### src/rtl/lap_display_ctrl_if.sv
// Request/display bundle between the stopwatch time core, the lap controller
// and the display multiplexer.
interface lap_display_ctrl_if #(
    parameter int LAP_DEPTH = 4
);
    localparam int IDX_W = $clog2(LAP_DEPTH);

    logic             tick_1hz;
    logic [15:0]      live_digits;
    logic             lap_req;
    logic             recall_req;
    logic             clear_req;
    logic [15:0]      disp_digits;
    logic             showing_lap;
    logic [IDX_W-1:0] lap_index;
    logic [IDX_W:0]   lap_count;
    logic             recall_empty;
    logic             disp_blink;

    modport master (
        output tick_1hz, live_digits, lap_req, recall_req, clear_req,
        input  disp_digits, showing_lap, lap_index, lap_count, recall_empty, disp_blink
    );

    modport slave (
        input  tick_1hz, live_digits, lap_req, recall_req, clear_req,
        output disp_digits, showing_lap, lap_index, lap_count, recall_empty, disp_blink
    );
endinterface

### src/rtl/lap_display_ctrl.sv
// Stopwatch lap/split controller: lap ring, split hold, recall browsing.
// Define LAP_DISPLAY_BLINK_EN to drive disp_blink from showing_lap; otherwise it is tied low.
module lap_display_ctrl #(
    parameter int LAP_DEPTH  = 4,
    parameter int HOLD_TICKS = 3
) (
    input  logic              clk,
    input  logic              rst_n,
    lap_display_ctrl_if.slave bus
);
    localparam int IDX_W = $clog2(LAP_DEPTH);
    localparam int CNT_W = IDX_W + 1;
    localparam logic [3:0] HOLD_LOAD = 4'(HOLD_TICKS);
    localparam logic [CNT_W-1:0] CNT_FULL = CNT_W'(LAP_DEPTH);

    typedef enum logic [1:0] {
        ST_LIVE   = 2'd0,
        ST_SPLIT  = 2'd1,
        ST_RECALL = 2'd2
    } state_t;

    state_t           state, state_nxt;
    logic [IDX_W-1:0] wp, wp_nxt;
    logic [IDX_W-1:0] lap_index, lap_index_nxt;
    logic [CNT_W-1:0] lap_count, lap_count_nxt;
    logic [3:0]       hold_cnt, hold_cnt_nxt;
    logic [IDX_W-1:0] rd_ptr;
    logic [15:0]      slots [LAP_DEPTH];
    logic [15:0]      disp_digits, disp_nxt;
    logic             showing_lap;
    logic             recall_empty, recall_empty_nxt;
    logic             capture;

    function automatic logic [CNT_W-1:0] sat_inc(input logic [CNT_W-1:0] c);
        if (c >= CNT_FULL)
            return CNT_FULL;
        return c + CNT_W'(1);
    endfunction

    // Event arbitration: clear > lap > recall > tick; losers are dropped.
    always_comb begin
        state_nxt        = state;
        wp_nxt           = wp;
        lap_count_nxt    = lap_count;
        lap_index_nxt    = lap_index;
        hold_cnt_nxt     = hold_cnt;
        capture          = 1'b0;
        recall_empty_nxt = 1'b0;

        if (bus.clear_req) begin
            state_nxt     = ST_LIVE;
            wp_nxt        = '0;
            lap_count_nxt = '0;
            lap_index_nxt = '0;
            hold_cnt_nxt  = '0;
        end else if (bus.lap_req) begin
            capture       = 1'b1;
            wp_nxt        = wp + IDX_W'(1);
            lap_count_nxt = sat_inc(lap_count);
            state_nxt     = ST_SPLIT;
            lap_index_nxt = '0;
            hold_cnt_nxt  = HOLD_LOAD;
        end else if (bus.recall_req) begin
            case (state)
                ST_LIVE: begin
                    if (lap_count == '0) begin
                        recall_empty_nxt = 1'b1;
                    end else begin
                        state_nxt     = ST_RECALL;
                        lap_index_nxt = '0;
                        hold_cnt_nxt  = HOLD_LOAD;
                    end
                end
                ST_SPLIT: begin
                    state_nxt     = ST_RECALL;
                    lap_index_nxt = '0;
                    hold_cnt_nxt  = HOLD_LOAD;
                end
                ST_RECALL: begin
                    if ((CNT_W'(lap_index) + CNT_W'(1)) < lap_count) begin
                        lap_index_nxt = lap_index + IDX_W'(1);
                        hold_cnt_nxt  = HOLD_LOAD;
                    end else begin
                        state_nxt     = ST_LIVE;
                        lap_index_nxt = '0;
                        hold_cnt_nxt  = '0;
                    end
                end
                default: begin
                    state_nxt     = ST_LIVE;
                    lap_index_nxt = '0;
                    hold_cnt_nxt  = '0;
                end
            endcase
        end else if (bus.tick_1hz && (state != ST_LIVE)) begin
            if (hold_cnt == 4'd1) begin
                state_nxt     = ST_LIVE;
                lap_index_nxt = '0;
                hold_cnt_nxt  = '0;
            end else begin
                hold_cnt_nxt = hold_cnt - 4'd1;
            end
        end
    end

    // Source selection for the registered display value, based on where we land.
    always_comb begin
        rd_ptr   = wp_nxt - IDX_W'(1) - lap_index_nxt;
        disp_nxt = bus.live_digits;
        case (state_nxt)
            ST_LIVE:   disp_nxt = bus.live_digits;
            ST_SPLIT:  disp_nxt = capture ? bus.live_digits : disp_digits;
            ST_RECALL: disp_nxt = slots[rd_ptr];
            default:   disp_nxt = bus.live_digits;
        endcase
    end

    always_ff @(posedge clk) begin
        if (!rst_n) begin
            state        <= ST_LIVE;
            wp           <= '0;
            lap_count    <= '0;
            lap_index    <= '0;
            hold_cnt     <= '0;
            disp_digits  <= 16'h0000;
            showing_lap  <= 1'b0;
            recall_empty <= 1'b0;
        end else begin
            state        <= state_nxt;
            wp           <= wp_nxt;
            lap_count    <= lap_count_nxt;
            lap_index    <= lap_index_nxt;
            hold_cnt     <= hold_cnt_nxt;
            disp_digits  <= disp_nxt;
            showing_lap  <= (state_nxt != ST_LIVE);
            recall_empty <= recall_empty_nxt;
        end
    end

    // Lap storage carries no reset; stale slots are unreachable once lap_count is cleared.
    always_ff @(posedge clk) begin
        if (rst_n && capture)
            slots[wp] <= bus.live_digits;
    end

    assign bus.disp_digits  = disp_digits;
    assign bus.showing_lap  = showing_lap;
    assign bus.lap_index    = lap_index;
    assign bus.lap_count    = lap_count;
    assign bus.recall_empty = recall_empty;

`ifdef LAP_DISPLAY_BLINK_EN
    logic disp_blink;

    always_ff @(posedge clk) begin
        if (!rst_n)
            disp_blink <= 1'b0;
        else
            disp_blink <= (state_nxt != ST_LIVE);
    end

    assign bus.disp_blink = disp_blink;
`else
    assign bus.disp_blink = 1'b0;
`endif

endmodule

### src/flat_wrapper.sv
// flat-port wrapper written by rule: the top's interface ports become plain ports
module lap_display_ctrl_flat 
#(
    parameter int LAP_DEPTH  = 4,
    parameter int HOLD_TICKS = 3
)
  (clk, rst_n, bus_tick_1hz, bus_live_digits, bus_lap_req, bus_recall_req, bus_clear_req, bus_disp_digits, bus_showing_lap, bus_lap_index, bus_lap_count, bus_recall_empty, bus_disp_blink);
  lap_display_ctrl_if #(.LAP_DEPTH(LAP_DEPTH)) bus_i ();
  input  logic clk;
  input  logic rst_n;
  input wire logic [$bits(bus_i.tick_1hz)-1:0] bus_tick_1hz;
  input wire logic [$bits(bus_i.live_digits)-1:0] bus_live_digits;
  input wire logic [$bits(bus_i.lap_req)-1:0] bus_lap_req;
  input wire logic [$bits(bus_i.recall_req)-1:0] bus_recall_req;
  input wire logic [$bits(bus_i.clear_req)-1:0] bus_clear_req;
  output wire logic [$bits(bus_i.disp_digits)-1:0] bus_disp_digits;
  output wire logic [$bits(bus_i.showing_lap)-1:0] bus_showing_lap;
  output wire logic [$bits(bus_i.lap_index)-1:0] bus_lap_index;
  output wire logic [$bits(bus_i.lap_count)-1:0] bus_lap_count;
  output wire logic [$bits(bus_i.recall_empty)-1:0] bus_recall_empty;
  output wire logic [$bits(bus_i.disp_blink)-1:0] bus_disp_blink;
  assign bus_i.tick_1hz = bus_tick_1hz;
  assign bus_i.live_digits = bus_live_digits;
  assign bus_i.lap_req = bus_lap_req;
  assign bus_i.recall_req = bus_recall_req;
  assign bus_i.clear_req = bus_clear_req;
  assign bus_disp_digits = bus_i.disp_digits;
  assign bus_showing_lap = bus_i.showing_lap;
  assign bus_lap_index = bus_i.lap_index;
  assign bus_lap_count = bus_i.lap_count;
  assign bus_recall_empty = bus_i.recall_empty;
  assign bus_disp_blink = bus_i.disp_blink;
  lap_display_ctrl #(.LAP_DEPTH(LAP_DEPTH), .HOLD_TICKS(HOLD_TICKS)) u_core (.clk(clk), .rst_n(rst_n), .bus(bus_i));
endmodule
### config.mk
export PLATFORM = sky130hd
export DESIGN_NAME = lap_display_ctrl_flat
export DESIGN_NICKNAME = d
export VERILOG_FILES = /design/src/rtl/lap_display_ctrl_if.sv /design/src/rtl/lap_display_ctrl.sv /design/src/flat_wrapper.sv
export SDC_FILE = /design/constraint.sdc
export NUM_CORES = 1
export LEC_CHECK = 0
export ABC_AREA = 1
export CAP_MARGIN = 25
export CORE_MARGIN = 4
export CORE_UTILIZATION = 51
export CTS_BUF_LIST = sky130_fd_sc_hd__clkbuf_16
export DETAILED_ROUTE_END_ITERATION = 10
export PLACE_DENSITY = 0.76
export SLEW_MARGIN = 20
export SYNTH_ARGS = -nofsm -noshare
export SYNTH_HDL_FRONTEND = slang
export SYNTH_SLANG_ARGS = --single-unit
### constraint.sdc
create_clock -name clk -period 3.16 [get_ports clk]
set_clock_uncertainty 0.15 [all_clocks]
set_input_delay 0.948 -clock clk [delete_from_list [all_inputs] [get_ports clk]]
set_output_delay 0.948 -clock clk [all_outputs]
set_load 0.02 [all_outputs]
### Word-level counts from Yosys, hierarchy flattened

Memories as Yosys holds them, arrays and structs flattened.
Cells that the tools add are included.
Widths: inputs -> output; s select.

* memory bits (writable): 64
* bits in registers: 31
* memories kept: 1

Memories
* u_core.slots: words 4, bits a word 16, read ports 1, clocked after Yosys merged registers in 0, wr ports 1, line lap_display_ctrl.sv:28 `logic [15:0] slots [LAP_DEPTH];`

* multiplexer cells: 37
* reductions and logical operators: 13
* add/subtract/negate cells: 7
* equality and inequality tests: 8
* bitwise gates (word level): 3
* order comparisons: 2

Operators with widths (count)
* $mux 2: 18
* $pmux 16 s2: 1
* $mux 16: 1
* $mux 4: 4
* $pmux 4 s3: 1
* $mux 1: 8
* $mux 3: 2
* $pmux 2 s3: 1
* $reduce_bool 2->1: 3
* $reduce_or 5->1: 1
* $add 2x1->2 const B: 2
* $eq 2x1->1 const B: 2
* $eq 2x2->1 const B: 2
* $eq 4x1->1 const B: 1
* $ne 4x4->1 const B: 1
* $pmux 2 s2: 1
* $reduce_and 2->1: 2
* $sub 4x1->4 const B: 1
* $add 2x1->3 const B: 1
* $add 3x1->3 const B: 1
* $ge 3x3->1 const B: 1
* $logic_not 3->1: 1
* $lt 3x3->1: 1
* $ne 3x3->1 const B: 1
* 9 further kinds: 12

### Depth between registers and ports, before layout

Gate-level depths: netlist of run 1.
An unclocked memory read counts as a cell.

* word-level depth: 10
* depth in mapped cells: 17
* mapped depth without buffers: 17

### Worst setup path after synthesis of run 1

OpenSTA, ideal clock, no wires.

* path type: input to register
* from: input bus_lap_req
* to: register u_core.disp_digits[6] (netlist: u_core.bus.disp_digits[6])
* stages on the path: 14
* data required time: 2.901 ns
* setup slack: -0.230 ns
* setup time: 0.109 ns
* data arrival time: 3.131 ns
* path buffers: 3
* cells stage by stage: buf_6 > nor2_2 > nand2_1 > a21oi_1 > a32oi_1 > or2_2 > ha_1 > buf_2 > clkbuf_1 > mux2_2 > nand2_1 > nand3_1 > nand2_1 > inv_1

* cells in the longest elaborated chain, start to end: 6
* elaborated cells between the ends (all ways): 15

Ends and longest elaborated chain
* from (decl): line flat_wrapper.sv:13 `input wire logic [$bits(bus_i.lap_req)-1:0] bus_lap_req;`
* $mux 2: line lap_display_ctrl.sv:56 `end else if (bus.lap_req) begin`
* $mux 2: line lap_display_ctrl.sv:50 `if (bus.clear_req) begin`
* $sub 2x1->2: line lap_display_ctrl.sv:108 `rd_ptr = wp_nxt - IDX_W'(1) - lap_index_nxt;`
* $sub 2x2->2: line lap_display_ctrl.sv:108
* $mem_v2 4x16
* $pmux 16 s2: line lap_display_ctrl.sv:110 `case (state_nxt)`
* to (signal assigned): line lap_display_ctrl.sv:134 `disp_digits <= disp_nxt;`
* to (decl): line lap_display_ctrl.sv:29 `logic [15:0] disp_digits, disp_nxt;`

Several ways; a longest one is shown, not always the timed one.
A chain may end at the register's enable or synchronous reset.

### Worst setup path after layout of run 1

* from: register u_core.lap_index[1] (netlist: u_core.bus.lap_index[1])
* to: register u_core.disp_digits[7] (netlist: u_core.bus.disp_digits[7])

* cells in the longest elaborated chain, start to end: 10
* elaborated cells between the ends (all ways): 22

Ends and longest elaborated chain
* from (decl): line lap_display_ctrl.sv:24 `logic [IDX_W-1:0] lap_index, lap_index_nxt;`
* from (signal assigned): line lap_display_ctrl.sv:132 `lap_index <= lap_index_nxt;`
* $add 2x1->3: line lap_display_ctrl.sv:80 `if ((CNT_W'(lap_index) + CNT_W'(1)) < lap_count) begin`
* $lt 3x3->1: line lap_display_ctrl.sv:80
* $mux 2: line lap_display_ctrl.sv:80
* $pmux 2 s2: line lap_display_ctrl.sv:64 `case (state)`
* $mux 2: line lap_display_ctrl.sv:63 `end else if (bus.recall_req) begin`
* $mux 2: line lap_display_ctrl.sv:56
* $mux 2: line lap_display_ctrl.sv:50
* $sub 2x2->2: line lap_display_ctrl.sv:108
* $mem_v2 4x16
* $pmux 16 s2: line lap_display_ctrl.sv:110

Several ways; a longest one is shown, not always the timed one.

==> metrics.txt, run 1 <==
Avg Synthesized Cell Area=11.13 sq um; R2R depth=15; Crit Path Category=reg2reg; placed cells=549; Buf+Inv Stages, Crit Path=2; crit-path leading delay family=simple AND/OR/NAND/NOR gates; DRC viols=0; height of the die=99.20 um; Reg-to-Reg End=u_core.bus.disp_digits[7]$_SDFFE_PN0P_; commonest non-fill, non-tap cell in the layout=edfxtp_1; H-tree levels=3; Post-Syn Nets=415; DRT Pass-1 Iters=5; CP max stage cell=dfxtp_2; CP required=3230 ps; total clock buffers created by CTS=9; crit path from=u_core.bus.lap_index[1]$_SDFF_PN0_; Finished Layout Cells=568; port bufs=44; Switching Power=620.4 uW; Core Area=7888 sq um; Worst Hold Endpoint=u_core.bus.lap_count[1]$_SDFFE_PP0P_; crit-path max FO=6; starting density of the core=53.78%; Die X=99.20 um; Comb power frac=12.4%; drt wl/cell=16.95 um; R2R Setup Slk=130 ps; Hold-fix buffers, CTS=0; first-pass GRT wire length=15,530 um; Inserted Diodes=0; WP data arrival=3100 ps; total gr overflow=0; CP Launch Type=flop; largest net degree at the start of global routing=17; HPWL after DPL=6597 um; Final #Nets=495; Worst-path clk slew=60 ps; Sink Count=95; share of cells above drive strength 1=19.53%; Period minus WS final=3026 ps; Power per Cell Area=504.0 nW/um^2; Root Buffer=clkbuf_16; post-synthesis sequential area ratio=59.94%; Tot Pwr=2748 uW; Min-Delay Startpoint=u_core.bus.lap_count[1]$_SDFFE_PP0P_; vias=3,143; initial antenna violation count=0; yosys warns=0; drt total wl=9626 um; part of the power in registers=49.8%; max-cap viol count=0; Post-DRT Antenna Nets=0; Clock Tree Buf Depth=2; Leak=0.002215 uW; status=complete, no violations; area grow syn2layout=28.55%; pins over their slew limit=0; count of cell types in the netlist=39; # IOs=46; RD Place Congestion=0.9316; Die ar.=9840 sq um; Clock Latency Late Sink=330 ps; Period Utilization, post-route=95.77%; Total Routing Usage GR=20.33%; vias in the first global route=3,176; Detailed Route Iter0 Violations=168; Peak Freq=0.3304 GHz; VDD IR max=330.2 uV; Critical Path Sink Type=flop; clock share of power=37.8%; final hold vios=0; CP dominant cell by count=nand3_1; via/cell ratio=5.533; #FFs+latches synth=95; CP Cell Sequence=ha_1, ha_1, nand3_1, nand2_1, nor2_1, or2_2, a32oi_2, or2_4, ha_4, bufbuf_16, buf_12, mux2i_1, nand3_1, nand3_1, a21oi_1; delay of the slowest cell on the worst path=340 ps; Cells after Synth=381; FILL cells=550; Synth Cell Area=4242 sq um; highest-count cells in the layout ignoring fill and taps=64 x edfxtp_1, 48 x nand3_1, 42 x clkdlybuf4s50_1; final setup vio count=0; CTS tree=done; Hold Crit Class=reg2reg; num rows=32; switching share of total power=22.57%; WHS Path Cells=2; Worst R2R Start=u_core.bus.lap_index[1]$_SDFF_PN0_; Pint=2128 uW
-- cells in the mapped netlist (all sizes together) --
cell	count	area [sq um]
a21oi	22	113.9
a221oi	1	8.760
a31oi	2	12.51
a32oi	1	8.760
and3b	2	17.52
buf	8	55.05
clkbuf	8	32.53
clkinv	2	8.750
conb	1	3.750
dfxtp	31	620.6
edfxtp	64	1922
ha	12	150.1
inv	32	120.1
mux2	4	45.04
mux2i	28	280.3
nand2	36	175.2
nand3	52	280.3
nand4	3	18.77
nor2	28	125.1
nor3	1	10.01
nor4	1	6.260
o21a	2	16.27
o21ai	36	180.2
or2	2	12.51
xnor2	1	8.760
xor2	1	8.760
-- kinds of logic after synthesis --
kind of cell | count (synthesis) | share of synthesized area, %
simple gates | 125 | 15.22
buf+inv | 50 | 5.103
flops | 95 | 59.94
xor+xnor | 2 | 0.4131
mux | 32 | 7.670
other cells | 1 | 0.08841
compound gates | 64 | 8.024
fa+ha+maj | 12 | 3.540
-- power by group through the flow --
stage	Sequential [uW]	Combinational, uW	Clock [uW]
2_1_floorplan	1410	153	0
5_1_grt	1370	370	1110
3_5_place_dp	1390	326	0
4_1_cts	1370	342	1060
6_report	1370	342	1040
3_3_place_gp	1390	317	0
-- stage by stage --
stage               utilization [%]  area, sq um  hold WS, ps  setup WS (ps)  TNS (ps)
floorplan                         -         4248        329.1          22.76         0
global placement              64.59         5095        352.7         -307.5     -4262
detailed placement            64.59         5095        358.6         -404.4     -5525
CTS                           69.02         5444        368.8          63.95         0
global route                  69.13         5453        410.7         -2.789    -2.789
finish                        69.13         5453        367.0          133.7         0
-- state kept, by name, summed over array words and instances, names as in the netlist --
signal and count:
u_core.bus.lap_index 2, u_core.slots 64, u_core.bus.lap_count 3, u_core.bus.recall_empty 1
u_core.bus.disp_digits 16, u_core.hold_cnt 4, u_core.bus.showing_lap 1, u_core.wp 2
u_core.state 2
-- routing by layer --
| metal | vias up | global-route usage [%] | share of wire, % |
|---|---|---|---|
| met5 | - | 0 | 0 |
| met4 | 0 | 6.828 | 1.7 |
| met3 | 16 | 5.189 | 6.5 |
| met2 | 117 | 35.38 | 51 |
| met1 | 1507 | 24.54 | 41 |
| li1 | 1503 | - | - |
-- worst register-to-register path: cells and delay by family (launching register included) --
kind                     cells  cell delay (ps)
adder cells (fa/ha/maj)      3              780
multiplexers                 1              170
AND/OR/NAND/NOR              7              840
buffers and inverters        2              410
flip-flops                   1              340
AO/OA/AOI/OAI                2              240
-- area by class of cell --
type	count	area (sq um)	area share, %
Clock buffer	9	225.2	4.130
Clock inverter	7	63.81	1.170
Inverter	34	128.9	2.363
Multi-Input combinational cell	236	1505	27.60
Sequential cell	95	2544	46.65
Tap cell	102	127.6	2.341
Timing Repair Buffer	85	858.3	15.74
-- how the worst max path moves through the flow --
stage	slack [ps]	depth (start not counted)	endpoint
after CTS	60	15	u_core.bus.disp_digits[7]$_SDFFE_PN0P_
after floorplan	20	14	u_core.bus.disp_digits[6]$_SDFFE_PN0P_
after global placement	-310	14	u_core.bus.disp_digits[3]$_SDFFE_PN0P_
final	130	15	u_core.bus.disp_digits[7]$_SDFFE_PN0P_
after detailed placement	-400	14	u_core.bus.disp_digits[3]$_SDFFE_PN0P_
after global routing	-3	15	u_core.bus.disp_digits[9]$_SDFFE_PN0P_
-- timing repair --
action | in CTS | in global routing
hold endpoints to repair | 0 | 0
resized for setup | 4 | 2
pin swaps | 1 | 0
cloned | 1 | 0
endpoints found under the setup margin | 10 | 7
buffers inserted | 2 | 0
Note: power is estimated with default switching activity, not from simulation.
==> run 2: changes to the inputs <==
GPL_ROUTABILITY_DRIVEN = 0   (was not set)
GPL_TIMING_DRIVEN = 0   (was not set)
SKIP_LAST_GASP = 1   (was not set)
==> run 2 against run 1 <==
Net effect:
- power rose by 1.0%
- core utilization shrank 1.2 points
- first-iteration DRC count rose by 72%
- critical path type is now in2reg
==> metrics.txt, run 2 (synthesis results as in run 1) <==
status=complete, no violations; Clock Tree Buf Depth=2 (unchanged); Peak Freq=0.3268 GHz (-1.1%); FILL cells=565 (+2.7%); vias=3,122 (-0.67%); max-cap viol count=0 (unchanged); Sink Count=95 (unchanged); Inserted Diodes=0 (unchanged); pins over their slew limit=0 (unchanged); num rows=32 (unchanged); WHS Path Cells=2 (unchanged); Post-DRT Antenna Nets=0 (unchanged); Core Area=7888 sq um (unchanged); CP Launch Type=input port; area grow syn2layout=26.28%; CP max stage cell=mux2_2; placed cells=530 (-3.5%); Total Routing Usage GR=19.92% (-0.41 points); Finished Layout Cells=550 (-3.2%); register bank with the most flops=u_core.slots; H-tree levels=3 (unchanged); highest-count cells in the layout ignoring fill and taps=64 x edfxtp_1, 48 x nand3_1, 41 x clkdlybuf4s50_1; CP dominant cell by count=nand2_1; delay of the slowest cell on the worst path=330 ps (about the same); WP data arrival=3160 ps (+60 ps); Clock Latency Late Sink=340 ps (about the same); HPWL after DPL=6453 um (-2.2%); Die X=99.20 um (unchanged); drt wl/cell=17.63 um (+4.0%); starting density of the core=53.78% (unchanged); DRC viols=0 (unchanged); Period minus WS final=3060 ps (+33.93 ps); total gr overflow=0 (unchanged); R2R depth=16 (+1); Worst-path clk slew=70 ps (about the same); vias in the first global route=3,056 (-3.8%); CP Cell Sequence=dlygate4sd2_1, buf_6, nor2_4, nand2_1, a21oi_1, a32oi_2, or2_4, ha_4, buf_8, clkbuf_16, mux2_2, nand2_1, nand3_1, nand2_1, inv_1; commonest non-fill, non-tap cell in the layout=edfxtp_1; Worst Setup Slack, final=99.81 ps (-33.93 ps); CTS tree=done; Critical Path Sink Type=flop; Leak=0.002104 uW (-5.0%); largest net degree at the start of global routing=21 (+4); port bufs=43 (-2.3%); Hold Crit Class=reg2reg; Crit Path Category=in2reg; share of cells above drive strength 1=18.08% (-1.4 points); first-pass GRT wire length=15,210 um (-2.0%); drt total wl=9695 um (+0.72%); CP required=3260 ps (+30 ps); Top Registers=u_core.slots: 64 flops, u_core.bus.disp_digits: 16 flops, u_core.hold_cnt: 4 flops; Power per Cell Area=518.2 nW/um^2 (+2.8%); VDD IR max=391.2 uV (+18%); height of the die=99.20 um (unchanged); DRT Pass-1 Iters=5 (unchanged); final hold vios=0 (unchanged); Die ar.=9840 sq um (unchanged); # IOs=46 (unchanged); post-place setup slack=-790.3 ps (-385.9 ps); Root Buffer=clkbuf_16; total clock buffers created by CTS=9 (unchanged); max FFs per register=64 (unchanged); Detailed Route Iter0 Violations=289 (+72%); unrepaired setup endpoints after global routing=yes; via/cell ratio=5.676 (+2.6%); Period Utilization, post-route=96.84% (+1.1 points); initial antenna violation count=0 (unchanged); Final #Nets=477 (-3.6%); final setup vio count=0 (unchanged); crit-path max FO=6 (unchanged)
## run 2: report_power, final
| part | leakage [uW] | switching (uW) | internal, uW |
|---|---|---|---|
| Combinational | 0.00112 | 177 | 141 |
| Clock | 0.000151 | 524 | 568 |
| Sequential | 0.000835 | 14.1 | 1350 |
| Total | 0.00210 | 715 | 2060 |
## run 2: repair_timing
action,in CTS,in global routing
cloned,1,0
hold buffers,0,0
resized for setup,16,10
buffers inserted,3,0
pin swaps,1,1
setup endpoints to repair,16,59
## run 2: worst paths after layout
path              slack (ps)                                 endpoint                            startpoint
setup / recovery         100   u_core.bus.disp_digits[8]$_SDFFE_PN0P_                           bus_lap_req
setup reg to reg         140  u_core.bus.disp_digits[11]$_SDFFE_PN0P_    u_core.bus.lap_index[0]$_SDFF_PN0_
hold / removal           370     u_core.bus.lap_count[2]$_SDFFE_PP0P_  u_core.bus.lap_count[2]$_SDFFE_PP0P_
hold reg to reg          370     u_core.bus.lap_count[2]$_SDFFE_PP0P_  u_core.bus.lap_count[2]$_SDFFE_PP0P_
## run 2: critical path, delay by kind of cell
kind,cells,cell delay [ps]
and+or+nand+nor,6,660
buffers and inverters,5,700
AOI/OAI and AO/OA,2,230
muxes,1,330
adders and majority gates,1,280
## run 2: per-stage QoR
step	area, sq um	total power, uW	hold WS [ps]	setup TNS (ps)	utilization [%]
4_1_cts	5311	2781	377.9	0	67.34
2_1_floorplan	4248	1565	329.1	0	-
3_3_place_gp	4806	1670	353.5	-66920	60.93
6_report	5356	2776	372.2	0	67.91
5_1_grt	5356	2860	404.4	-46.58	67.91
3_5_place_dp	4868	1682	368.6	-27210	61.72
## run 2: cell type report
| type | count | area, sq um | area share [%] |
|---|---|---|---|
| timing repair buffer | 51 | 529.3 | 9.881 |
| buffer | 16 | 161.4 | 3.013 |
| multi-input combinational | 236 | 1550 | 28.94 |
| tap | 102 | 127.6 | 2.383 |
| sequential | 95 | 2550 | 47.61 |
| clock inverter | 7 | 83.83 | 1.565 |
| clock buffer | 9 | 225.2 | 4.205 |
| inverter | 34 | 128.9 | 2.406 |
## run 2: routing by layer
metal  vias up  global-route usage (%)  wire length (um)
met5         -                       0                 0
met4         0                   8.508                82
met3        11                   3.156               584
met2       129                   32.28              4933
met1      1514                   26.63              4093
li1       1468                       -                 -
